### src/rtl/alu_ctrl_seq.sv
// Registered, handshaked ALU-control decoder for the EX stage with MULT/DIV sequencing.
// Optional feature: define ALU_CTRL_ILLEGAL_TRAP_EN to drop undefined R-type ops and raise a sticky illegal flag.
module alu_ctrl_seq #(
  parameter int ALUOP_W    = 3,
  parameter int FUNC_W     = 6,
  parameter int CTR_W      = 3,
  parameter int MUL_CYCLES = 4,
  parameter int DIV_CYCLES = 32,
  parameter int CNT_W      = 6
) (
  input  logic               clk,
  input  logic               reset_n,
  input  logic               flush,
  input  logic               in_valid,
  output logic               in_ready,
  input  logic [ALUOP_W-1:0] alu_op,
  input  logic [FUNC_W-1:0]  funct,
  output logic               out_valid,
  input  logic               out_ready,
  output logic [CTR_W-1:0]   alu_ctr,
  output logic               md_busy,
  output logic               illegal
);

`ifdef ALU_CTRL_ILLEGAL_TRAP_EN
  localparam bit TRAP_EN = 1'b1;
`else
  localparam bit TRAP_EN = 1'b0;
`endif

  localparam logic [CNT_W-1:0] MUL_LOAD = CNT_W'(MUL_CYCLES - 1);
  localparam logic [CNT_W-1:0] DIV_LOAD = CNT_W'(DIV_CYCLES - 1);
  localparam logic [2:0]       MD_CTR   = 3'b011;

  typedef enum logic [0:0] {
    IDLE = 1'b0,
    RUN  = 1'b1
  } state_t;

  state_t           state_reg;
  logic [CNT_W-1:0] count_reg;
  logic             out_valid_reg;
  logic [2:0]       alu_ctr_reg;
  logic             md_busy_reg;
  logic             illegal_reg;

  logic             is_rtype;
  logic             is_mult;
  logic             is_div;
  logic             funct_known;
  logic             drop_op;
  logic             accept;
  logic [2:0]       decode_ctr;

  assign is_rtype = (alu_op[2:0] == 3'b111);
  assign is_mult  = is_rtype && (funct == FUNC_W'(6'h18));
  assign is_div   = is_rtype && (funct == FUNC_W'(6'h1A));

  // Only the low three funct bits select the R-type ALU code.
  always_comb begin
    decode_ctr  = 3'b000;
    funct_known = 1'b0;
    if (is_rtype) begin
      case (funct[2:0])
        3'b010: begin decode_ctr = 3'b101; funct_known = 1'b1; end
        3'b011: begin decode_ctr = 3'b110; funct_known = 1'b1; end
        3'b100: begin decode_ctr = 3'b000; funct_known = 1'b1; end
        3'b101: begin decode_ctr = 3'b001; funct_known = 1'b1; end
        3'b111: begin decode_ctr = 3'b100; funct_known = 1'b1; end
        default: begin decode_ctr = 3'b000; funct_known = 1'b0; end
      endcase
    end else begin
      case (alu_op[2:0])
        3'b001:  decode_ctr = 3'b001;
        3'b100:  decode_ctr = 3'b100;
        3'b101:  decode_ctr = 3'b101;
        3'b110:  decode_ctr = 3'b110;
        default: decode_ctr = 3'b000;
      endcase
    end
  end

  assign drop_op  = TRAP_EN && is_rtype && !is_mult && !is_div && !funct_known;
  assign in_ready = (state_reg == IDLE) && (!out_valid_reg || out_ready);
  assign accept   = in_valid && in_ready;

  always_ff @(posedge clk) begin
    if (!reset_n) begin
      state_reg     <= IDLE;
      count_reg     <= '0;
      out_valid_reg <= 1'b0;
      alu_ctr_reg   <= 3'b000;
      md_busy_reg   <= 1'b0;
      illegal_reg   <= 1'b0;
    end else if (flush) begin
      // Flush wins over any accept in the same cycle; the illegal flag survives.
      state_reg     <= IDLE;
      count_reg     <= '0;
      out_valid_reg <= 1'b0;
      md_busy_reg   <= 1'b0;
    end else begin
      if (out_valid_reg && out_ready) begin
        out_valid_reg <= 1'b0;
      end
      case (state_reg)
        IDLE: begin
          if (accept) begin
            if (is_mult || is_div) begin
              state_reg   <= RUN;
              count_reg   <= is_mult ? MUL_LOAD : DIV_LOAD;
              md_busy_reg <= 1'b1;
            end else if (drop_op) begin
              illegal_reg <= 1'b1;
            end else begin
              alu_ctr_reg   <= decode_ctr;
              out_valid_reg <= 1'b1;
            end
          end
        end
        RUN: begin
          if (count_reg == '0) begin
            state_reg     <= IDLE;
            out_valid_reg <= 1'b1;
            alu_ctr_reg   <= MD_CTR;
            md_busy_reg   <= 1'b0;
          end else begin
            count_reg <= count_reg - 1'b1;
          end
        end
        default: begin
          state_reg <= IDLE;
        end
      endcase
    end
  end

  assign out_valid = out_valid_reg;
  assign md_busy   = md_busy_reg;
  assign illegal   = TRAP_EN && illegal_reg;

  // Upper bits of a wider select bus are zero-filled.
  for (genvar gi = 0; gi < CTR_W; gi++) begin : g_ctr
    if (gi < 3) begin : g_code
      assign alu_ctr[gi] = alu_ctr_reg[gi];
    end else begin : g_zero
      assign alu_ctr[gi] = 1'b0;
    end
  end

endmodule
### config.mk
export PLATFORM = sky130hd
export DESIGN_NAME = alu_ctrl_seq
export DESIGN_NICKNAME = d
export VERILOG_FILES = /design/src/rtl/alu_ctrl_seq.sv
export SDC_FILE = /design/constraint.sdc
export NUM_CORES = 1
export LEC_CHECK = 0
export ABC_AREA = 1
export CAP_MARGIN = 15
export CORE_MARGIN = 3
export CORE_UTILIZATION = 25
export CTS_CLUSTER_DIAMETER = 30
export DETAILED_ROUTE_END_ITERATION = 10
export GPL_TIMING_DRIVEN = 0
export PLACE_DENSITY_LB_ADDON = 0.3
export SLEW_MARGIN = 20
export SYNTH_ARGS = -nofsm -noshare
export SYNTH_HDL_FRONTEND = slang
export SYNTH_SLANG_ARGS = --single-unit
### constraint.sdc
create_clock -name clk -period 4.3 [get_ports clk]
set_clock_uncertainty 0.1 [all_clocks]
set_input_delay 1.29 -clock clk [delete_from_list [all_inputs] [get_ports clk]]
set_output_delay 1.29 -clock clk [all_outputs]
set_load 0.01 [all_outputs]
After elaboration in Yosys (flattened, before gate mapping)
Cells that the tools add are included.
{"block": "classes", "bitwise": 3, "mux": 25, "n_eq_ne": 16, "reduce_logical": 13, "n_addsub": 1}
{"operator": "$pmux W3 S4", "n": 2}
{"operator": "$eq A3 B3 Y1 const B", "n": 6}
{"operator": "$mux W6", "n": 3}
{"operator": "$eq A6 B5 Y1 const B", "n": 2}
{"operator": "$mux W3", "n": 4}
{"operator": "$pmux W6 S2", "n": 1}
{"operator": "$mux W1", "n": 10}
{"operator": "$eq A3 B2 Y1 const B", "n": 2}
{"operator": "$logic_not A6 Y1", "n": 1}
{"operator": "$ne A2 B2 Y1 const B", "n": 3}
{"operator": "$pmux W1 S2", "n": 3}
{"operator": "$pmux W3 S2", "n": 1}
{"operator": "$reduce_and A3 Y1", "n": 2}
{"operator": "$sub A6 B1 Y6 const B", "n": 1}
{"operator": "$logic_and A1 B1 Y1", "n": 5}
{"operator": "$mux W5", "n": 1}
{"operator": "$ne A2 B1 Y1 const B", "n": 2}
{"operator": "$reduce_and A4 Y1", "n": 1}
{"operator": "$eq A3 B1 Y1 const B", "n": 1}
{"operator": "$not A1 Y1", "n": 3}
{"operator": "$logic_or A1 B1 Y1", "n": 2}
{"operator": "$reduce_or A2 Y1", "n": 1}
{"operator": "$logic_not A1 Y1", "n": 1}
{"block": "word_totals", "in_bits": 14, "register_bits": 12, "out_inout_bits": 7}

Longest topological paths before layout
Gate-level depths: netlist of the first run.
{"block": "depth", "depth_word": 6, "mapped_depth": 12}

Worst setup path before layout of the first run
OpenSTA, ideal clock, no wires.
{"block": "synth_path", "kind": "in2out", "from": "in out_ready", "to": "out in_ready", "slack_ps": 1414, "required_time_ps": 2910, "stages": 2, "path_buffers": 0, "arrival_ps": 1496, "cell_sequence": "inv_1 > a21oi_4"}
{"block": "synth_via", "elab_chain_cells": 2}
{"item": "start: declaration", "line_no": "19", "text": "input logic out_ready,"}
{"item": "$logic_or A1 B1 Y1", "line_no": "84", "text": "assign in_ready = (state_reg == IDLE) && (!out_valid_reg || out_ready);"}
{"item": "$logic_and A1 B1 Y1", "line_no": "84"}
{"item": "end: declaration", "line_no": "15", "text": "output logic in_ready,"}
Every way passes these cells.

Final worst setup path of the first run
Ends and elaborated chain as after synthesis.

==> results of run 1 <==
[stage by stage]
| step | utilization (%) | worst slack [ns] | total power [mW] |
|---|---|---|---|
| 6_report | 35.56 | 0.4253 | 0.2465 |
| 5_1_grt | 35.56 | 0.3818 | 0.2620 |
| 4_1_cts | 35.56 | 0.4202 | 0.2505 |
| 3_5_place_dp | 34.40 | 0.4161 | 0.1572 |
| 3_3_place_gp | 34.40 | 0.4264 | 0.1565 |
| 2_1_floorplan | - | 1.414 | 0.1351 |
[layer usage]
layer  part of all wire [%]  up-vias  global-route usage, %
met3                    3.5        2                  2.139
li1                       -      454                      -
met2                     48       23                  16.04
met5                      0        -                      0
met4                    1.6        0                  4.313
met1                     47      358                  12.55
[path summary, 6_finish.rpt]
kind	cells past startpoint	startpoint	endpoint	slack [ns]
min	2	md_busy	md_busy	0.37
max	4	out_ready	in_ready	0.43
min reg2reg	2	md_busy	md_busy	0.37
max reg2reg	12	count_reg[0]	count_reg[3]	2.69
[layout by cell type (no fill, tap or decap), drive strengths merged]
| cell type | synthesis | routed |
|---|---|---|
| conb | 1 | 1 |
| o21ai | 5 | 5 |
| xnor2 | 1 | 1 |
| buf | 3 | 3 |
| nor2 | 31 | 31 |
| nand2 | 41 | 41 |
| a21oi | 7 | 7 |
| nand4 | 1 | 1 |
| clkdlybuf4s50 | 0 | 19 |
| dfxtp | 12 | 12 |
| ha | 2 | 2 |
| nand3b | 1 | 1 |
| nor3b | 1 | 1 |
| inv | 23 | 23 |
| clkbuf | 0 | 4 |
| nand3 | 7 | 7 |
[worst max-delay path: stages]
cell and delay (ns):
clkdlybuf4s50_1 0.45, inv_1 0.07, a21oi_4 0.13, clkdlybuf4s50_1 0.55
[cells by family after synthesis]
family,Yosys count
buffers and inverters,26
other,1
adders and majority gates,2
AOI/OAI and AO/OA,12
and+or+nand+nor,82
DFF,12
xor gates and xnor gates,1
[power by group]
part / switching (mW) / total (mW) / internal [mW]
clock network: 0.0408 / 0.0922 / 0.0514
registers: 0.00148 / 0.115 / 0.113
logic: 0.0179 / 0.0394 / 0.0214
[final cells by class]
| cell class | instances | share of cell area, % |
|---|---|---|
| Tap cell | 44 | 4.989 |
| Multi-Input combinational cell | 98 | 42.18 |
| Buffer | 3 | 2.721 |
| Clock buffer | 4 | 3.288 |
| Timing Repair Buffer | 19 | 17.23 |
| Inverter | 23 | 7.823 |
| Sequential cell | 12 | 21.77 |
==> impl_metrics.py, run 1 <==
metrics = {
    "outcome": {
        "status": "complete, no violations",
    },
    "yosys": {
        "yosys.area.top_type_share_pct": 29.22,
        "syn-cell-area_sq_um": 822.0,
        "synth.most_common_cell": "nand2_1",
        "synth_adder_area_share_pct": 3.044,
        "synth_cells": 136,
        "synth_cell_types": 21,
        "synthMuxAreaShare_pct": 0,
        "synth-seq-cells": 12,
        "postSynthAreaPerCell_sq_um": 6.044,
        "ys_top_cells_by_count": "nand2_1, nor2_1, inv_1",
        "netlist_top_cells_area": "dfxtp_1, nand2_1, nor2_1",
        "ys_seq_area_share_pct": 29.22,
        "synthArstFlopShare_pct": 0,
        "synth_compound_area_share_pct": 8.676,
        "synth_edf_count": 0,
        "synth_top_family_by_area": "simple AND/OR/NAND/NOR gates",
        "ys.flop_type": "dfxtp_1",
        "syn_nets": 152,
        "synthXorXnorAreaFrac_pct": 1.065,
        "synth_top_area_cell": "dfxtp_1",
        "synth-simple-area-share_pct": 43.38,
        "yosysWarnings": 0,
    },
    "setup_path": {
        "cp-end-kind": "output pin",
        "worstPathArrival_ns": 2.48,
        "start_kind": "input port",
        "required_ns": 2.91,
        "criticalPathCategory": "in -> out",
        "path_max_fanout": 2,
    },
    "grt": {
        "antenna_found_initial": 0,
        "overflow": 0,
        "grt_usage_pct": 9.907,
        "grt_pass1_wl_um": 3243,
        "first_global_vias": 755,
        "grt_max_degree": 11,
    },
    "placement": {
        "gp_congestion": 0.8427,
        "post_dp_cell_area_sq_um": 1067,
        "io_buffers": 19,
        "dp_cells": 199,
        "dp_hpwl_um": 1494,
    },
    "route": {
        "viasPerCell": 4.123,
        "drt_first_pass_iters": 4,
        "route.detailed.drc": 0,
        "vias": 837,
        "totalWireLength_um": 1839,
        "first_iter_violations": 25,
        "ant_nets": 0,
        "wire_per_inst_um": 9.059,
    },
    "sta": {
        "min_period_over_period_pct": 90.11,
        "slew_viol_final": 0,
        "hold_viol_final": 0,
        "final.min_clock_period_ns": 3.875,
        "setup_viol_count_final": 0,
        "whs_ns": 0.3671,
        "fmax_ghz": 0.2581,
        "setup_tns_ns": 0,
        "rsz0062_at_grt": "false",
    },
    "clocking": {
        "htreeDepth": 1,
        "cts_tree": "built",
        "cts_buffers": 3,
        "clkTransAtPathRegs_ns": 0.08,
        "clkSinkCount": 12,
        "clk_latency_ns": 0.27,
        "cts.path.max_buffers": 2,
        "root_buffer": "clkbuf_4",
        "cts_resized": 0,
        "cts_hold_buf": 0,
        "cts_post_setup_buffers_inserted": 0,
    },
    "cells_and_area": {
        "stdcell_area_sq_um": 1104,
        "fin_cells": 203,
        "multi_input_area_sq_um": 465.4,
        "diodes": 0,
        "fin_nets": 176,
        "n_fill_cell": 366,
        "syn_to_final_growth_pct": 34.25,
        "largest_register_ffs": 6,
        "drive_above_1_share_pct": 10.06,
        "final-seq-area_sq_um": 240.2,
    },
    "worst_hold_path": {
        "hold_path_class": "reg -> reg",
    },
    "floorplan": {
        "rows": 20,
        "die_w_um": 63.34,
        "start_util_pct": 26.49,
        "dieHeight_um": 63.34,
        "die_area_sq_um": 4012,
        "io_pins": 21,
        "core_sq_um": 3103,
    },
    "power": {
        "power.density_nw_per_um2": 223.4,
        "power_leakage_nw": 0.5590,
        "vdd_ir_drop_max_uv": 111.5,
    },
    "flow_run": {
        "drv_cap": 0,
    },
}
No activity file was read; power rests on OpenSTA's default activity.
==> run 2: changes to the inputs <==
- CORE_UTILIZATION: 25 -> 27
==> run 2 against run 1 <==
Core utilization grew 2.9 points. Sequential cell count is the same. Wire length grew 2.8%. Cell count shrank 6.4%.
==> impl_metrics.py, run 2 (synthesis results as in run 1) <==
metrics = {
    "outcome": {
        "status": "complete, no violations",
    },
    "floorplan": {
        "rows": 19,
        "dieHeight_um": 61.18,
        "start_util_pct": 29.06,
        "io_pins": 21,
        "core_sq_um": 2829,
        "die_w_um": 61.18,
        "die_area_sq_um": 3742,
    },
    "setup_path": {
        "timing.rr.end": "alu_ctr[0]",
        "critical_path.most_common_cell": "clkdlybuf4s50_1",
        "cp-startpoint": "out_ready",
        "cp-end-kind": "output pin",
        "path_max_fanout": 2,
        "rr_worst_depth": 9,
        "worst_path_largest_cell_delay_ns": 0.55,
        "slowest_stage": "clkdlybuf4s50_1",
        "crit_chain": "clkdlybuf4s50_1 -> inv_1 -> a21oi_4 -> clkdlybuf4s50_1",
        "worstPathArrival_ns": 2.49,
        "ff2ff_setup_slack_ns": 2.72,
        "criticalPathCategory": "in -> out",
        "reg2reg_from": "count_reg[0]",
        "start_kind": "input port",
        "required_ns": 2.91,
    },
    "power": {
        "power_leakage_nw": 0.5590,
        "seq_power_share_pct": 45.9,
        "power.density_nw_per_um2": 230.3,
        "p_sw_uw": 63.93,
        "swShare_pct": 25.53,
        "finalPower_uw": 250.4,
        "vdd_ir_drop_max_uv": 110.1,
        "pwr-share-comb_pct": 15.7,
        "pwr-share-clk_pct": 38.4,
        "p_int_uw": 186.4,
    },
    "route": {
        "route.detailed.drc": 0,
        "wire_per_inst_um": 9.947,
        "totalWireLength_um": 1890,
        "ant_nets": 0,
        "vias": 825,
        "drt_first_pass_iters": 4,
        "first_iter_violations": 30,
        "viasPerCell": 4.342,
    },
    "sta": {
        "hold_viol_final": 0,
        "slew_viol_final": 0,
        "fmax_ghz": 0.2577,
        "final.min_clock_period_ns": 3.881,
        "setup_tns_ns": 0,
        "setup_viol_count_final": 0,
        "min_period_over_period_pct": 90.26,
        "rsz0062_at_grt": "false",
    },
    "cells_and_area": {
        "n_fill_cell": 314,
        "drive_above_1_share_pct": 10.06,
        "layout_common_cells": "nand2_1, nor2_1, inv_1, clkdlybuf4s50_1, dfxtp_1",
        "final-seq-area_sq_um": 240.2,
        "final_common_cell": "nand2_1",
        "fin_nets": 176,
        "syn_to_final_growth_pct": 32.27,
        "largest_register_ffs": 6,
        "multi_input_area_sq_um": 465.4,
        "diodes": 0,
    },
    "grt": {
        "grt_usage_pct": 10.97,
        "overflow": 0,
        "grt_pass1_wl_um": 3056,
        "first_global_vias": 756,
        "grt_max_degree": 11,
        "antenna_found_initial": 0,
    },
    "worst_hold_path": {
        "hold_path_class": "reg -> reg",
        "hold_depth": 2,
        "worstHoldEndpoint": "md_busy",
        "min_from": "md_busy",
    },
    "clocking": {
        "cts_post_setup_buffers_inserted": 0,
        "clkTransAtPathRegs_ns": 0.09,
        "htreeDepth": 1,
        "root_buffer": "clkbuf_4",
        "cts_hold_buf": 0,
        "cts.path.max_buffers": 2,
        "cts_resized": 0,
        "cts_tree": "built",
        "clk_latency_ns": 0.28,
        "clkSinkCount": 12,
        "cts_buffers": 3,
    },
    "placement": {
        "io_buffers": 19,
        "dp_hpwl_um": 1517,
        "gp_congestion": 0.7998,
    },
    "flow_run": {
        "drv_cap": 0,
    },
}
## run 2: per-stage QoR
stage	area (sq um)	hold slack [ns]	instances	utilization (%)	worst slack (ns)
final	1087	0.3743	190	38.43	0.4189
after global routing	1087	0.3954	190	38.43	0.3684
after CTS	1087	0.3774	190	38.43	0.4118
after detailed placement	1051	0.3628	186	37.15	0.4067
after global placement	1051	0.3492	186	37.15	0.4223
after floorplan	822.0	0.3827	136	-	1.414
## run 2: worst max-delay path by stage
stage,endpoint,slack [ns],depth (start not counted)
2_1_floorplan,in_ready,1.41,2
3_3_place_gp,in_ready,0.42,4
3_5_place_dp,in_ready,0.41,4
4_1_cts,in_ready,0.41,4
5_1_grt,in_ready,0.37,4
6_report,in_ready,0.42,4
## run 2: power by group through the flow
stage	logic, mW	registers [mW]	clock network [mW]
final	0.0394	0.115	0.0960
after global routing	0.0440	0.115	0.102
after CTS	0.0398	0.115	0.0967
after detailed placement	0.0395	0.118	0
after global placement	0.0390	0.118	0
after floorplan	0.0164	0.119	0
## run 2: final cells by class
type | instances | share of cell area [%]
well taps | 31 | 3.567
multi-input cells | 98 | 42.81
plain buffers | 3 | 2.762
repair buffers | 19 | 17.49
flip-flops and latches | 12 | 22.09
clock buffers | 4 | 3.337
inverters | 23 | 7.940
## run 2: critical path: cells and delay by family
kind | cells | cell delay [ns]
buf+inv | 3 | 1.06
compound gates | 1 | 0.13
## run 2: layer usage
metal / share of wire, % / track usage [%] / up-vias
met5: 0 / 0 / -
met4: 2.2 / 5.573 / 0
met3: 4.7 / 2.096 / 5
met2: 48 / 19.34 / 18
met1: 45 / 12.50 / 349
li1: - / - / 453
